==> config.mk <==
export PLATFORM = sky130hd
export DESIGN_NAME = cmd_frame_rx
export DESIGN_NICKNAME = d
export VERILOG_FILES = /design/src/rtl/rfid_cmd_pkg.sv /design/src/rtl/crc16_serial.sv /design/src/rtl/cmd_frame_rx.sv
export SDC_FILE = /design/constraint.sdc
export NUM_CORES = 1
export LEC_CHECK = 0
export CAP_MARGIN = 20
export CORE_AREA = 2 2 111 113
export DETAILED_ROUTE_END_ITERATION = 10
export DIE_AREA = 0 0 113 115
export HOLD_SLACK_MARGIN = 0.02
export PLACE_DENSITY = 0.63
export SLEW_MARGIN = 15
export SYNTH_ARGS = -nofsm -noshare
export SYNTH_HDL_FRONTEND = slang
export SYNTH_SLANG_ARGS = --single-unit
==> constraint.sdc <==
create_clock -name clock -period 4.4 [get_ports clock]
set_input_delay 0.66 -clock clock [delete_from_list [all_inputs] [get_ports clock]]
set_output_delay 0.66 -clock clock [all_outputs]
set_load 0.05 [all_outputs]
==> src/rtl/rfid_cmd_pkg.sv <==
// rfid_cmd_pkg: definitions shared by the command frame receiver and the opcode decoder.
//   - frame geometry (FRAME_BITS, DATA_BITS) and the CCITT CRC-16 polynomial
//   - opcode class codes carried in op_code_bus[15:12]
//   - receiver FSM state encoding
//   - cmd_frame_t: field view of the 48-bit shift register
//   - crc16_step(): one MSB-first serial CRC update
package rfid_cmd_pkg;

  localparam int FRAME_BITS = 48;
  localparam int DATA_BITS  = 32;

  localparam logic [15:0] CRC16_POLY = 16'h1021;

  typedef logic [3:0] op_class_t;
  localparam op_class_t CONFIG_LOOKUP  = 4'h1;
  localparam op_class_t CONFIG_SENSOR  = 4'h2;
  localparam op_class_t DEFAULT_SENSOR = 4'h3;

  localparam logic [1:0] ST_IDLE  = 2'd0;
  localparam logic [1:0] ST_SHIFT = 2'd1;
  localparam logic [1:0] ST_CHECK = 2'd2;

  typedef struct packed {
    logic [15:0] op_code;
    logic [15:0] user_data;
    logic [15:0] crc;
  } cmd_frame_t;

  function automatic logic [15:0] crc16_step(input logic [15:0] crc, input logic b);
    logic fb;
    fb = crc[15] ^ b;
    return {crc[14:0], 1'b0} ^ (fb ? CRC16_POLY : 16'h0000);
  endfunction

endpackage

==> src/rtl/crc16_serial.sv <==
// crc16_serial: serial CCITT CRC-16 register, one bit per enabled cycle, MSB first.
// Ports:
//   clock   in   system clock
//   reset   in   asynchronous active-high reset, loads PRESET
//   init    in   reload PRESET (wins over en)
//   en      in   fold bit_in into the register this cycle
//   bit_in  in   serial data bit
//   crc     out  current register value
module crc16_serial
  import rfid_cmd_pkg::*;
#(
  parameter logic [15:0] PRESET = 16'hFFFF
) (
  input  logic        clock,
  input  logic        reset,
  input  logic        init,
  input  logic        en,
  input  logic        bit_in,
  output logic [15:0] crc
);

  logic [15:0] crc_q, crc_d;

  always_comb begin
    crc_d = crc_q;
    if (init) begin
      crc_d = PRESET;
    end else if (en) begin
      crc_d = crc16_step(crc_q, bit_in);
    end
  end

  always_ff @(posedge clock or posedge reset) begin
    if (reset) begin
      crc_q <= PRESET;
    end else begin
      crc_q <= crc_d;
    end
  end

  assign crc = crc_q;

endmodule

==> src/rtl/cmd_frame_rx.sv <==
// cmd_frame_rx: deserialises a 48-bit command frame {opcode, user data, CRC-16},
// checks the CRC and hands good frames to the opcode decoder with a 1-cycle strobe.
// Ports:
//   clock, reset       system clock, asynchronous active-high reset
//   frame_start        delimiter pulse, (re)starts frame reception
//   bit_in, bit_valid  serial bit stream, MSB first
//   op_code_bus        opcode word of last good frame
//   user_data_bus      user data word of last good frame
//   frame_valid        1-cycle pulse, new good frame on the buses
//   crc_error          1-cycle pulse, complete frame failed CRC
//   timeout_error      1-cycle pulse, bit gap too long inside a frame
//   busy               high while receiving or checking
//
// state    | meaning
// ---------+-----------------------------------------------------
// ST_IDLE  | waiting for frame_start, bit_valid ignored
// ST_SHIFT | collecting bits, CRC over first 32, gap timer running
// ST_CHECK | all 48 bits in, compare CRC and emit result pulse
module cmd_frame_rx
  import rfid_cmd_pkg::*;
#(
  parameter logic [15:0] TIMEOUT_CYCLES = 16'd255,
  parameter logic [15:0] CRC_PRESET     = 16'hFFFF
) (
  input  logic        clock,
  input  logic        reset,
  input  logic        frame_start,
  input  logic        bit_in,
  input  logic        bit_valid,
  output logic [15:0] op_code_bus,
  output logic [15:0] user_data_bus,
  output logic        frame_valid,
  output logic        crc_error,
  output logic        timeout_error,
  output logic        busy
);

  localparam logic [5:0] LAST_BIT_IDX = 6'(FRAME_BITS - 1);
  localparam logic [5:0] CRC_BIT_CNT  = 6'(DATA_BITS);

  logic [1:0]  state_q, state_d;
  logic [5:0]  cnt_q, cnt_d;
  logic [15:0] timer_q, timer_d;
  logic [47:0] sr_q, sr_d;
  logic [15:0] op_q, op_d;
  logic [15:0] ud_q, ud_d;
  logic        fv_q, fv_d;
  logic        ce_q, ce_d;
  logic        te_q, te_d;

  logic        crc_init;
  logic        crc_en;
  logic [15:0] crc_calc;
  cmd_frame_t  fields;

  assign fields = sr_q;

  crc16_serial #(
    .PRESET(CRC_PRESET)
  ) u_crc (
    .clock (clock),
    .reset (reset),
    .init  (crc_init),
    .en    (crc_en),
    .bit_in(bit_in),
    .crc   (crc_calc)
  );

  always_comb begin
    state_d  = state_q;
    cnt_d    = cnt_q;
    timer_d  = timer_q;
    sr_d     = sr_q;
    op_d     = op_q;
    ud_d     = ud_q;
    fv_d     = 1'b0;
    ce_d     = 1'b0;
    te_d     = 1'b0;
    crc_init = 1'b0;
    crc_en   = 1'b0;

    // A delimiter restarts reception from any state; a bit in the same
    // cycle belongs to nothing and is dropped.
    if (frame_start) begin
      state_d  = ST_SHIFT;
      cnt_d    = 6'd0;
      timer_d  = 16'd0;
      crc_init = 1'b1;
    end else begin
      case (state_q)
        ST_SHIFT: begin
          if (bit_valid) begin
            sr_d    = {sr_q[46:0], bit_in};
            cnt_d   = cnt_q + 6'd1;
            timer_d = 16'd0;
            // Only opcode and user data are covered; the trailing 16 bits are the CRC itself.
            crc_en  = (cnt_q < CRC_BIT_CNT);
            if (cnt_q == LAST_BIT_IDX) begin
              state_d = ST_CHECK;
            end
          end else if (timer_q == TIMEOUT_CYCLES) begin
            te_d    = 1'b1;
            timer_d = 16'd0;
            state_d = ST_IDLE;
          end else begin
            timer_d = timer_q + 16'd1;
          end
        end
        ST_CHECK: begin
          // Transmitted CRC is the ones' complement of the running register.
          if (fields.crc == ~crc_calc) begin
            fv_d = 1'b1;
            op_d = fields.op_code;
            ud_d = fields.user_data;
          end else begin
            ce_d = 1'b1;
          end
          state_d = ST_IDLE;
        end
        default: state_d = ST_IDLE;
      endcase
    end
  end

  always_ff @(posedge clock or posedge reset) begin
    if (reset) begin
      state_q <= ST_IDLE;
      cnt_q   <= 6'd0;
      timer_q <= 16'd0;
      sr_q    <= 48'd0;
      op_q    <= 16'd0;
      ud_q    <= 16'd0;
      fv_q    <= 1'b0;
      ce_q    <= 1'b0;
      te_q    <= 1'b0;
    end else begin
      state_q <= state_d;
      cnt_q   <= cnt_d;
      timer_q <= timer_d;
      sr_q    <= sr_d;
      op_q    <= op_d;
      ud_q    <= ud_d;
      fv_q    <= fv_d;
      ce_q    <= ce_d;
      te_q    <= te_d;
    end
  end

  assign op_code_bus   = op_q;
  assign user_data_bus = ud_q;
  assign frame_valid   = fv_q;
  assign crc_error     = ce_q;
  assign timeout_error = te_q;
  assign busy          = (state_q == ST_SHIFT) || (state_q == ST_CHECK);

endmodule

==> Word level (Yosys, flattened, before mapping) <==
Index checks and enable logic that the tools add are counted.
W data, S select, Z words.
{ "totals": {"memories": 0, "out_inout_bits": 36, "ff_bits": 123, "mem_bits_ro": 0, "mem_bits_rw": 0, "latch_bits": 0} }
{ "op_classes": {"n_lt_le_gt_ge": 1, "reduce_logical": 8, "n_eq_ne": 7, "n_mul": 0, "bitwise": 4, "div_mod_pow": 0, "add_sub_neg": 2, "muxes": 29, "shift": 0} }
{ "ops": {"columns": ["cell", "count"], "rows": [
  ["$mux W16", 6],
  ["$mux W6", 3],
  ["$add A16 B1 Y16 const B", 1],
  ["$eq A16 B16 Y1", 1],
  ["$eq A16 B8 Y1 const B", 1],
  ["$not A16 Y16", 1],
  ["$xor A16 B16 Y16", 1],
  ["$mux W1", 14],
  ["$mux W13", 1],
  ["$mux W2", 5],
  ["$ne A4 B4 Y1 const B", 2],
  ["$add A6 B1 Y6 const B", 1],
  ["$eq A6 B6 Y1 const B", 1],
  ["$lt A6 B6 Y1 const B", 1],
  ["$reduce_and A3 Y1", 2],
  ["$reduce_bool A2 Y1", 3],
  ["$reduce_and A2 Y1", 2],
  ["$eq A2 B1 Y1 const B", 1],
  ["$eq A2 B2 Y1 const B", 1],
  ["$logic_or A1 B1 Y1", 1],
  ["$not A1 Y1", 1],
  ["$xor A1 B1 Y1", 1]
]} }

==> Longest topological paths before layout <==
Gate-level depths: netlist of the first run.
{ "logic_depth": {"word_depth": 6, "depth_mapped": 8} }

==> Modules after synthesis <==
Synthesis of the first run repeated with hierarchy kept, for this count alone.
{ "hier_totals": {"hier_cells": 394, "hier_area_um2": 5310.1} }
{ "by_module_without_submodules": {"columns": ["module", "seq_area_each_um2", "area_each_um2", "instances", "cells_per_inst"], "rows": [
  ["cmd_frame_rx", 2677.6, 4565.6, 1, 337],
  ["crc16_serial", 420.4, 744.5, 1, 57]
]} }

==> Worst setup path before layout of the first run <==
OpenSTA, ideal clock, no wires.
{ "synth_timing": {"path_type": "input to register", "from": "input port frame_start", "to": "register sr_q[0] (netlist: fields[0])", "t_arrival_ns": 1.816, "setup_ns": 0.125, "n_path_buf": 3, "path_slack_ns": 2.460, "path_stages": 5, "path_cell_list": "clkbuf_1 > nand3b_1 > buf_2 > buf_2 > mux2_2"} }
{ "synth_via": {"elab_chain_cells": 2} }
{ "synth_lines": {"columns": ["element", "line_no", "text"], "rows": [
  ["start, declared", "cmd_frame_rx.sv:27", "input logic frame_start,"],
  ["$not A1 Y1 (no line)", null, null],
  ["$reduce_and A3 Y1 (no line)", null, null],
  ["end signal, assigned", "cmd_frame_rx.sv:140", "sr_q <= sr_d;"],
  ["end, declared", "cmd_frame_rx.sv:44", "logic [47:0] sr_q, sr_d;"]
]} }
Every way passes these cells.
A chain may end at the register's enable or synchronous reset.

==> Worst setup path in the final report of the first run <==
{ "layout_timing": {"from": "input port frame_start", "to": "register timer_q[12]"} }
{ "layout_via": {"elab_chain_cells": 1, "word_cells_on_any_way": 2, "classes_between": "mux: 1; reduce/logical: 1"} }
{ "layout_lines": {"columns": ["element", "line_no", "text"], "rows": [
  ["$mux W16 / $reduce_bool A2 Y1 (equally long branches)", null, null],
  ["end signal, assigned", "cmd_frame_rx.sv:139", "timer_q <= timer_d;"],
  ["end, declared", "cmd_frame_rx.sv:43", "logic [15:0] timer_q, timer_d;"]
]} }
Several ways; a longest one is shown, not always the timed one.

==> metrics.json, run 1 <==
{
  "flow.area_growth_from_synthesis": {"value": 21.2, "unit": "%"},
  "via_per_inst": {"value": 5.31},
  "timing.slew.headroom": {"value": 0.370},
  "grt_pass1_vias": {"value": 3144},
  "worst_pin_slew": {"value": 0.942, "unit": "ns"},
  "largest_voltage_drop_on_the_vdd_net": {"value": 0.330, "unit": "mV"},
  "synthDistinctLibCells": {"value": 46},
  "die_w": {"value": 113, "unit": "µm"},
  "final_hold_viol_count": {"value": 0},
  "clkPwrFrac": {"value": 0.489},
  "grt.overflow.total": {"value": 0},
  "ys_seq_elements": {"value": 123},
  "intPower": {"value": 0.00224, "unit": "W"},
  "rsz0062_at_grt": {"value": "no"},
  "most-common-layout-cells": {"value": "107 x dfrtp_1, 80 x mux2_2, 40 x clkdlybuf4s50_1, 17 x xnor2_1, 17 x clkbuf_16"},
  "violated_checks": {"value": "DRC"},
  "antenna_violations_before_repair": {"value": 0},
  "drive_above_1_share": {"value": 0.312},
  "period_share": {"value": 0.614},
  "max_freq": {"value": 0.370, "unit": "GHz"},
  "timing.critical_path.slowest_cell_delay": {"value": 0.74, "unit": "ns"},
  "worstPathCellList": {"value": "clkdlybuf4s50_1, or3b_1, a21oi_1, a41oi_1, a31oi_1"},
  "die_area": {"value": 13000, "unit": "µm²"},
  "layout.nets": {"value": 443},
  "clock_path_buffers": {"value": 2},
  "p_seq_frac": {"value": 0.433},
  "gr-max-usage-layer": {"value": "met2"},
  "detailedRoute.firstIterationViolations": {"value": 141},
  "min-delay-path-class": {"value": "flop to flop"},
  "grt_max_degree": {"value": 74},
  "end_kind": {"value": "flop"},
  "htree_num_levels": {"value": 4},
  "netSwitchingPower": {"value": 0.000622, "unit": "W"},
  "floorplan.die.height": {"value": 115, "unit": "µm"},
  "syn_area": {"value": 5210, "unit": "µm²"},
  "most_frequent_standard_cell_in_the_layout_excluding_fill_and_tap_cells": {"value": "dfrtp_1"},
  "use_met3": {"value": 0.0559},
  "final.setup.tns": {"value": 0, "unit": "ns"},
  "drc": {"value": 8},
  "slew_violations": {"value": 0},
  "synthesis.nets": {"value": 398},
  "globalRouteMet1Util": {"value": 0.203},
  "cts_tree": {"value": "yes"},
  "grt_pass1_wl": {"value": 15.6, "unit": "mm"},
  "clock_buffer_count_from_cts": {"value": 17},
  "port-buffer-count": {"value": 40},
  "worst_hold_slack": {"value": 0.496, "unit": "ns"},
  "timing.max_cap.violations": {"value": 0},
  "worst_setup_path_start_kind": {"value": "input pin"},
  "worstPathRequired": {"value": 4.73, "unit": "ns"},
  "insertedDiodeCount": {"value": 0},
  "drtPass1Iterations": {"value": 7},
  "grtUsageMet2": {"value": 0.232},
  "critical_path_class": {"value": "input pin to flop"},
  "track_usage": {"value": 0.155},
  "post_cts_hold_buffer_count": {"value": 0},
  "critical-path-slowest-cell": {"value": "a21oi_1"},
  "number_of_rows_created_at_floorplan": {"value": 40},
  "static-leakage-power": {"value": 2.82, "unit": "nW"},
  "combPwrFrac": {"value": 0.079},
  "io-pin-count": {"value": 41},
  "layout.core_utilization": {"value": 0.535},
  "outcome": {"value": "finished with violations"},
  "routed_wl": {"value": 8.99, "unit": "mm"},
  "power_density": {"value": 454, "unit": "nW/µm²"},
  "synth-seq-area-share": {"value": 0.594},
  "start_util": {"value": 0.441},
  "detailroute.via_count": {"value": 3144},
  "fin_crit": {"value": 2.70, "unit": "ns"},
  "fp.coreArea": {"value": 11800, "unit": "µm²"},
  "setup_viol": {"value": 0},
  "ys_warn_count": {"value": 0},
  "filler_cell_count": {"value": 997},
  "cts-resized-gates": {"value": 0},
  "synth_cells": {"value": 389},
  "clk_transition_reported_paths": {"value": 0.05, "unit": "ns"},
  "critPathMaxFanout": {"value": 17},
  "mean_instance_size_in_the_synthesized_netlist": {"value": 13.4, "unit": "µm²"},
  "critical_path_arrival": {"value": 3.03, "unit": "ns"},
  "wire_per_inst": {"value": 15.2, "unit": "µm"},
  "clock_insertion_delay_worst_skew": {"value": 0.41, "unit": "ns"},
  "dpl.hpwl": {"value": 5.74, "unit": "mm"},
  "fin_skew": {"value": 0.00664, "unit": "ns"},
  "place.gp.congestion": {"value": 0.751},
  "postCtsSetupRepairBufs": {"value": 0},
  "antenna_violating_nets_post_route": {"value": 0},
  "clock_sinks": {"value": 123},
  "clk_root_buffer_cell": {"value": "clkbuf_16"},
  "power.switching_fraction": {"value": 0.217}
}
## power groups by stage
stage	sequential, W	combinational, W	clock, W
finish	0.00124	0.000225	0.00140
global route	0.00125	0.000250	0.00149
detailed placement	0.00126	0.000230	0
CTS	0.00124	0.000230	0.00143
floorplan	0.00124	0.000189	0
global placement	0.00126	0.000223	0
## worst max-delay path: cells and delay by family
family,cells,cell delay [ns]
buffers and inverters,1,0.69
AO/OA/AOI/OAI,3,1.14
AND/OR/NAND/NOR,1,0.53
## synthesized netlist by cell type (all sizes together)
cell | number | share of area
dfrtp | 107 | 0.51
mux2 | 80 | 0.17
xnor2 | 17 | 0.029
dfstp | 16 | 0.081
nand2 | 16 | 0.012
nand3 | 16 | 0.015
o22a | 16 | 0.027
buf | 14 | 0.019
nor2 | 12 | 0.011
o21ai | 12 | 0.012
a21oi | 10 | 0.0096
inv | 8 | 0.0058
a31oi | 7 | 0.0084
nor4 | 7 | 0.011
xor2 | 6 | 0.010
nand4 | 5 | 0.0060
nor3 | 5 | 0.0058
or3 | 5 | 0.0060
ha | 4 | 0.0096
a41oi | 3 | 0.0065
clkbuf | 3 | 0.0022
a21o | 2 | 0.0031
and3 | 2 | 0.0024
nand2b | 2 | 0.0024
or2 | 2 | 0.0024
or4 | 2 | 0.0029
a211oi | 1 | 0.0024
a311oi | 1 | 0.0017
and4 | 1 | 0.0017
nand3b | 1 | 0.0014
nor2b | 1 | 0.0012
nor3b | 1 | 0.0014
o21bai | 1 | 0.0014
o22ai | 1 | 0.0012
o31ai | 1 | 0.0014
or3b | 1 | 0.0017
## kinds of logic after synthesis
group                      synth area share
muxes                                 0.173
buffers and inverters                0.0266
AOI/OAI and AO/OA                    0.0744
and+or+nand+nor                      0.0835
xor gates and xnor gates             0.0386
adders and majority gates           0.00960
DFF                                   0.594
## worst paths after layout
| check | to | from | cells past startpoint | slack, ns |
|---|---|---|---|---|
| worst max-delay path | timer_q[12]$_DFFE_PP0P_ | frame_start | 5 | 1.70 |
| worst min-delay path | timer_q[6]$_DFFE_PP0P_ | timer_q[6]$_DFFE_PP0P_ | 1 | 0.50 |
| worst max register to register | op_code_bus[7]$_DFFE_PP0P_ | u_crc.crc[8]$_DFFE_PP1P_ | 5 | 1.96 |
| worst min register to register | timer_q[6]$_DFFE_PP0P_ | timer_q[6]$_DFFE_PP0P_ | 1 | 0.50 |
| max in group asynchronous | u_crc.crc[7]$_DFFE_PP1P_ | reset | 3 | 2.66 |
| min in group asynchronous | user_data_bus[13]$_DFFE_PP0P_ | reset | 2 | 0.81 |
## layer usage
| metal | up-vias | wire, µm | share of wire |
|---|---|---|---|
| met5 | - | 0 | 0 |
| met4 | 0 | 172 | 0.019 |
| li1 | 1501 | - | - |
| met1 | 1563 | 4310 | 0.48 |
| met3 | 16 | 389 | 0.043 |
| met2 | 64 | 4120 | 0.46 |
## metrics by stage
stage	area [µm²]	instances	power (W)	setup slack (ns)
after global placement	5710	562	0.00148	1.36
after floorplan	5210	389	0.00143	0.496
after CTS	6320	592	0.00290	1.72
after detailed placement	5710	562	0.00149	1.29
final	6320	592	0.00287	1.70
after global routing	6320	592	0.00299	1.51
## flip-flops by register name (all words and copies together) (netlist names), 2 cells and up
name,cells
user_data_bus,16
timer_q,16
state_q,2
cnt_q,6
op_code_bus,16
u_crc.crc,16
fields,48
## final cells by class
| type | count | area, µm² | area share |
|---|---|---|---|
| clock buffer | 24 | 492 | 0.0778 |
| clock inverter | 6 | 111 | 0.0176 |
| inverter | 8 | 32.5 | 0.00515 |
| multi-input combinational | 241 | 1980 | 0.313 |
| sequential | 123 | 3100 | 0.490 |
| tap | 147 | 184 | 0.0291 |
| timing repair buffer | 43 | 423 | 0.0669 |
No activity file was read; power rests on OpenSTA's default activity.
==> run 2: changes to the inputs <==
- clock period: 4.4 -> 2.7 ns (I/O delays scaled with it)
==> metrics.json, run 2 (synthesized netlist as in run 1, its figures left out) <==
{
  "outcome": {"value": "finished with violations"},
  "violated_checks": {"value": "DRC"},
  "wire_per_inst": {"value": 15.4, "unit": "µm", "change": "+1.2%"},
  "number_of_rows_created_at_floorplan": {"value": 40, "change": "unchanged"},
  "flow.area_growth_from_synthesis": {"value": 23.7, "unit": "%"},
  "register_area": {"value": 3100, "unit": "µm²", "change": "unchanged"},
  "post_cts_hold_buffer_count": {"value": 0, "change": "unchanged"},
  "final_hold_viol_count": {"value": 0, "change": "unchanged"},
  "combPwrFrac": {"value": 0.079, "change": "about the same"},
  "most_frequent_standard_cell_in_the_layout_excluding_fill_and_tap_cells": {"value": "dfrtp_1"},
  "clkPwrFrac": {"value": 0.505, "change": "+0.016"},
  "power.switching_fraction": {"value": 0.219, "change": "+0.00239"},
  "drtPass1Iterations": {"value": 7, "change": "unchanged"},
  "drive_above_1_share": {"value": 0.326, "change": "+0.0136"},
  "track_usage": {"value": 0.159, "change": "+0.00475"},
  "htree_num_levels": {"value": 4, "change": "unchanged"},
  "floorplan.die.height": {"value": 115, "unit": "µm", "change": "unchanged"},
  "critPathMaxFanout": {"value": 3, "change": "-14"},
  "slew_violations": {"value": 0, "change": "unchanged"},
  "clk_transition_reported_paths": {"value": 0.05, "unit": "ns", "change": "about the same"},
  "critical_path_class": {"value": "flop to output pin"},
  "netSwitchingPower": {"value": 0.00107, "unit": "W", "change": "+71%"},
  "grt_pass1_vias": {"value": 3271, "change": "+4.0%"},
  "static-leakage-power": {"value": 2.87, "unit": "nW", "change": "+1.9%"},
  "antenna_violating_nets_post_route": {"value": 0, "change": "unchanged"},
  "io-pin-count": {"value": 41, "change": "unchanged"},
  "drc": {"value": 9, "change": "+1"},
  "rsz0062_at_grt": {"value": "no"},
  "gr-max-usage-layer": {"value": "met2"},
  "place.gp.congestion": {"value": 0.822, "change": "+9.6%"},
  "critical_path_arrival": {"value": 1.97, "unit": "ns", "change": "-1.06 ns"},
  "cts_tree": {"value": "yes"},
  "worst_hold_slack": {"value": 0.427, "unit": "ns", "change": "-0.0682 ns"},
  "worstPathRequired": {"value": 2.30, "unit": "ns", "change": "-2.43 ns"},
  "worst_pin_slew": {"value": 0.692, "unit": "ns", "change": "-0.250 ns"},
  "clock_sinks": {"value": 123, "change": "unchanged"},
  "die_w": {"value": 113, "unit": "µm", "change": "unchanged"},
  "setup_viol": {"value": 0, "change": "unchanged"},
  "use_met3": {"value": 0.0443, "change": "-0.0116"},
  "detailedRoute.firstIterationViolations": {"value": 207, "change": "+47%"},
  "fin_area": {"value": 6450, "unit": "µm²", "change": "+2.1%"},
  "via_per_inst": {"value": 5.34, "change": "+0.51%"},
  "intPower": {"value": 0.00379, "unit": "W", "change": "+69%"},
  "cts-resized-gates": {"value": 0, "change": "unchanged"},
  "die_area": {"value": 13000, "unit": "µm²", "change": "unchanged"},
  "final.setup.tns": {"value": 0, "unit": "ns", "change": "unchanged"},
  "clock_insertion_delay_worst_skew": {"value": 0.41, "unit": "ns", "change": "about the same"},
  "port-buffer-count": {"value": 40, "change": "unchanged"},
  "grt_pass1_wl": {"value": 16.2, "unit": "mm", "change": "+3.7%"},
  "largest_voltage_drop_on_the_vdd_net": {"value": 0.317, "unit": "mV", "change": "-3.9%"},
  "fin_skew": {"value": 0.00481, "unit": "ns", "change": "-0.00183 ns"},
  "dpl.hpwl": {"value": 5.85, "unit": "mm", "change": "+1.8%"},
  "routed_wl": {"value": 9.19, "unit": "mm", "change": "+2.2%"},
  "fin_crit": {"value": 2.37, "unit": "ns"},
  "antenna_violations_before_repair": {"value": 0, "change": "unchanged"},
  "grtUsageMet2": {"value": 0.243, "change": "+0.0112"},
  "p_seq_frac": {"value": 0.416, "change": "-0.017"},
  "end_kind": {"value": "output pin"},
  "timing.slew.headroom": {"value": 0.535, "change": "+0.165"},
  "most-common-layout-cells": {"value": "107 x dfrtp_1, 80 x mux2_2, 40 x clkdlybuf4s50_1, 17 x xnor2_1, 17 x clkbuf_16"},
  "power_density": {"value": 753, "unit": "nW/µm²", "change": "+66%"},
  "insertedDiodeCount": {"value": 0, "change": "unchanged"},
  "worst_setup_path_start_kind": {"value": "flop"},
  "area_of_combinational_cells_with_multiple_inputs": {"value": 1980, "unit": "µm²", "change": "-0.19%"},
  "clk_root_buffer_cell": {"value": "clkbuf_16"},
  "layout.nets": {"value": 447, "change": "+0.90%"},
  "detailroute.via_count": {"value": 3192, "change": "+1.5%"},
  "postCtsSetupRepairBufs": {"value": 0, "change": "unchanged"},
  "clock_buffer_count_from_cts": {"value": 17, "change": "unchanged"},
  "postPlaceCellArea": {"value": 5790, "unit": "µm²", "change": "+1.4%"},
  "globalRouteMet1Util": {"value": 0.210, "change": "+0.00691"},
  "min-delay-path-class": {"value": "input pin to asynchronous set/reset pin"},
  "filler_cell_count": {"value": 978, "change": "-1.9%"},
  "clock_path_buffers": {"value": 2, "change": "unchanged"},
  "start_util": {"value": 0.441, "change": "unchanged"},
  "grt_max_degree": {"value": 53, "change": "-28%"},
  "grt.overflow.total": {"value": 0, "change": "unchanged"},
  "fp.coreArea": {"value": 11800, "unit": "µm²", "change": "unchanged"},
  "timing.max_cap.violations": {"value": 0, "change": "unchanged"},
  "max_freq": {"value": 0.421, "unit": "GHz"},
  "largest_reg_flops": {"value": 48, "change": "unchanged"},
  "period_share": {"value": 0.879}
}
## run 2: per-stage QoR
step / setup WS [ns] / utilization / cells / power [W]
after floorplan: 0.797 / - / 389 / 0.00234
after global placement: 0.470 / 0.491 / 566 / 0.00243
after detailed placement: 0.423 / 0.491 / 566 / 0.00244
after CTS: 0.303 / 0.546 / 598 / 0.00493
after global routing: 0.251 / 0.546 / 598 / 0.00506
final: 0.326 / 0.546 / 598 / 0.00486
## run 2: area by class of cell
class,count,share of cell area
clock buffers,22,0.0766
multi-input cells,241,0.306
repair buffers,47,0.0780
flip-flops and latches,123,0.480
clock inverters,10,0.0250
well taps,147,0.0285
inverters,8,0.00524
## run 2: power by group through the flow
stage / combinational (W) / clock, W / sequential (W)
after floorplan: 0.000308 / 0 / 0.00203
after global placement: 0.000379 / 0 / 0.00205
after detailed placement: 0.000387 / 0 / 0.00205
after CTS: 0.000390 / 0.00252 / 0.00202
after global routing: 0.000423 / 0.00259 / 0.00204
final: 0.000384 / 0.00245 / 0.00202
## run 2: worst max-delay path, stage by stage, from the launching register on
cell and delay (ns):
dfrtp_1 0.37, inv_1 0.06, ha_1 0.29, inv_1 0.05, clkdlybuf4s50_1 0.79
## run 2: worst paths after layout
kind                                             from                            to  slack [ns]  depth (start not counted)
max in group asynchronous                       reset     u_crc.crc[15]$_DFFE_PP1P_        1.59                          3
max reg2reg                  u_crc.crc[5]$_DFFE_PP1P_  user_data_bus[5]$_DFFE_PP0P_        0.69                          6
min                                             reset        fields[26]$_DFFE_PP0P_        0.43                          2
min in group clock         op_code_bus[7]$_DFFE_PP0P_    op_code_bus[7]$_DFFE_PP0P_        0.50                          1
min reg2reg                op_code_bus[7]$_DFFE_PP0P_    op_code_bus[7]$_DFFE_PP0P_        0.50                          1
max                            state_q[0]$_DFFE_PP0P_                          busy        0.33                          4
## run 2: per-layer routing
layer | share of wire | routed length (µm)
met2 | 0.46 | 4200
met1 | 0.48 | 4410
met5 | 0 | 0
met4 | 0.024 | 222
met3 | 0.039 | 363
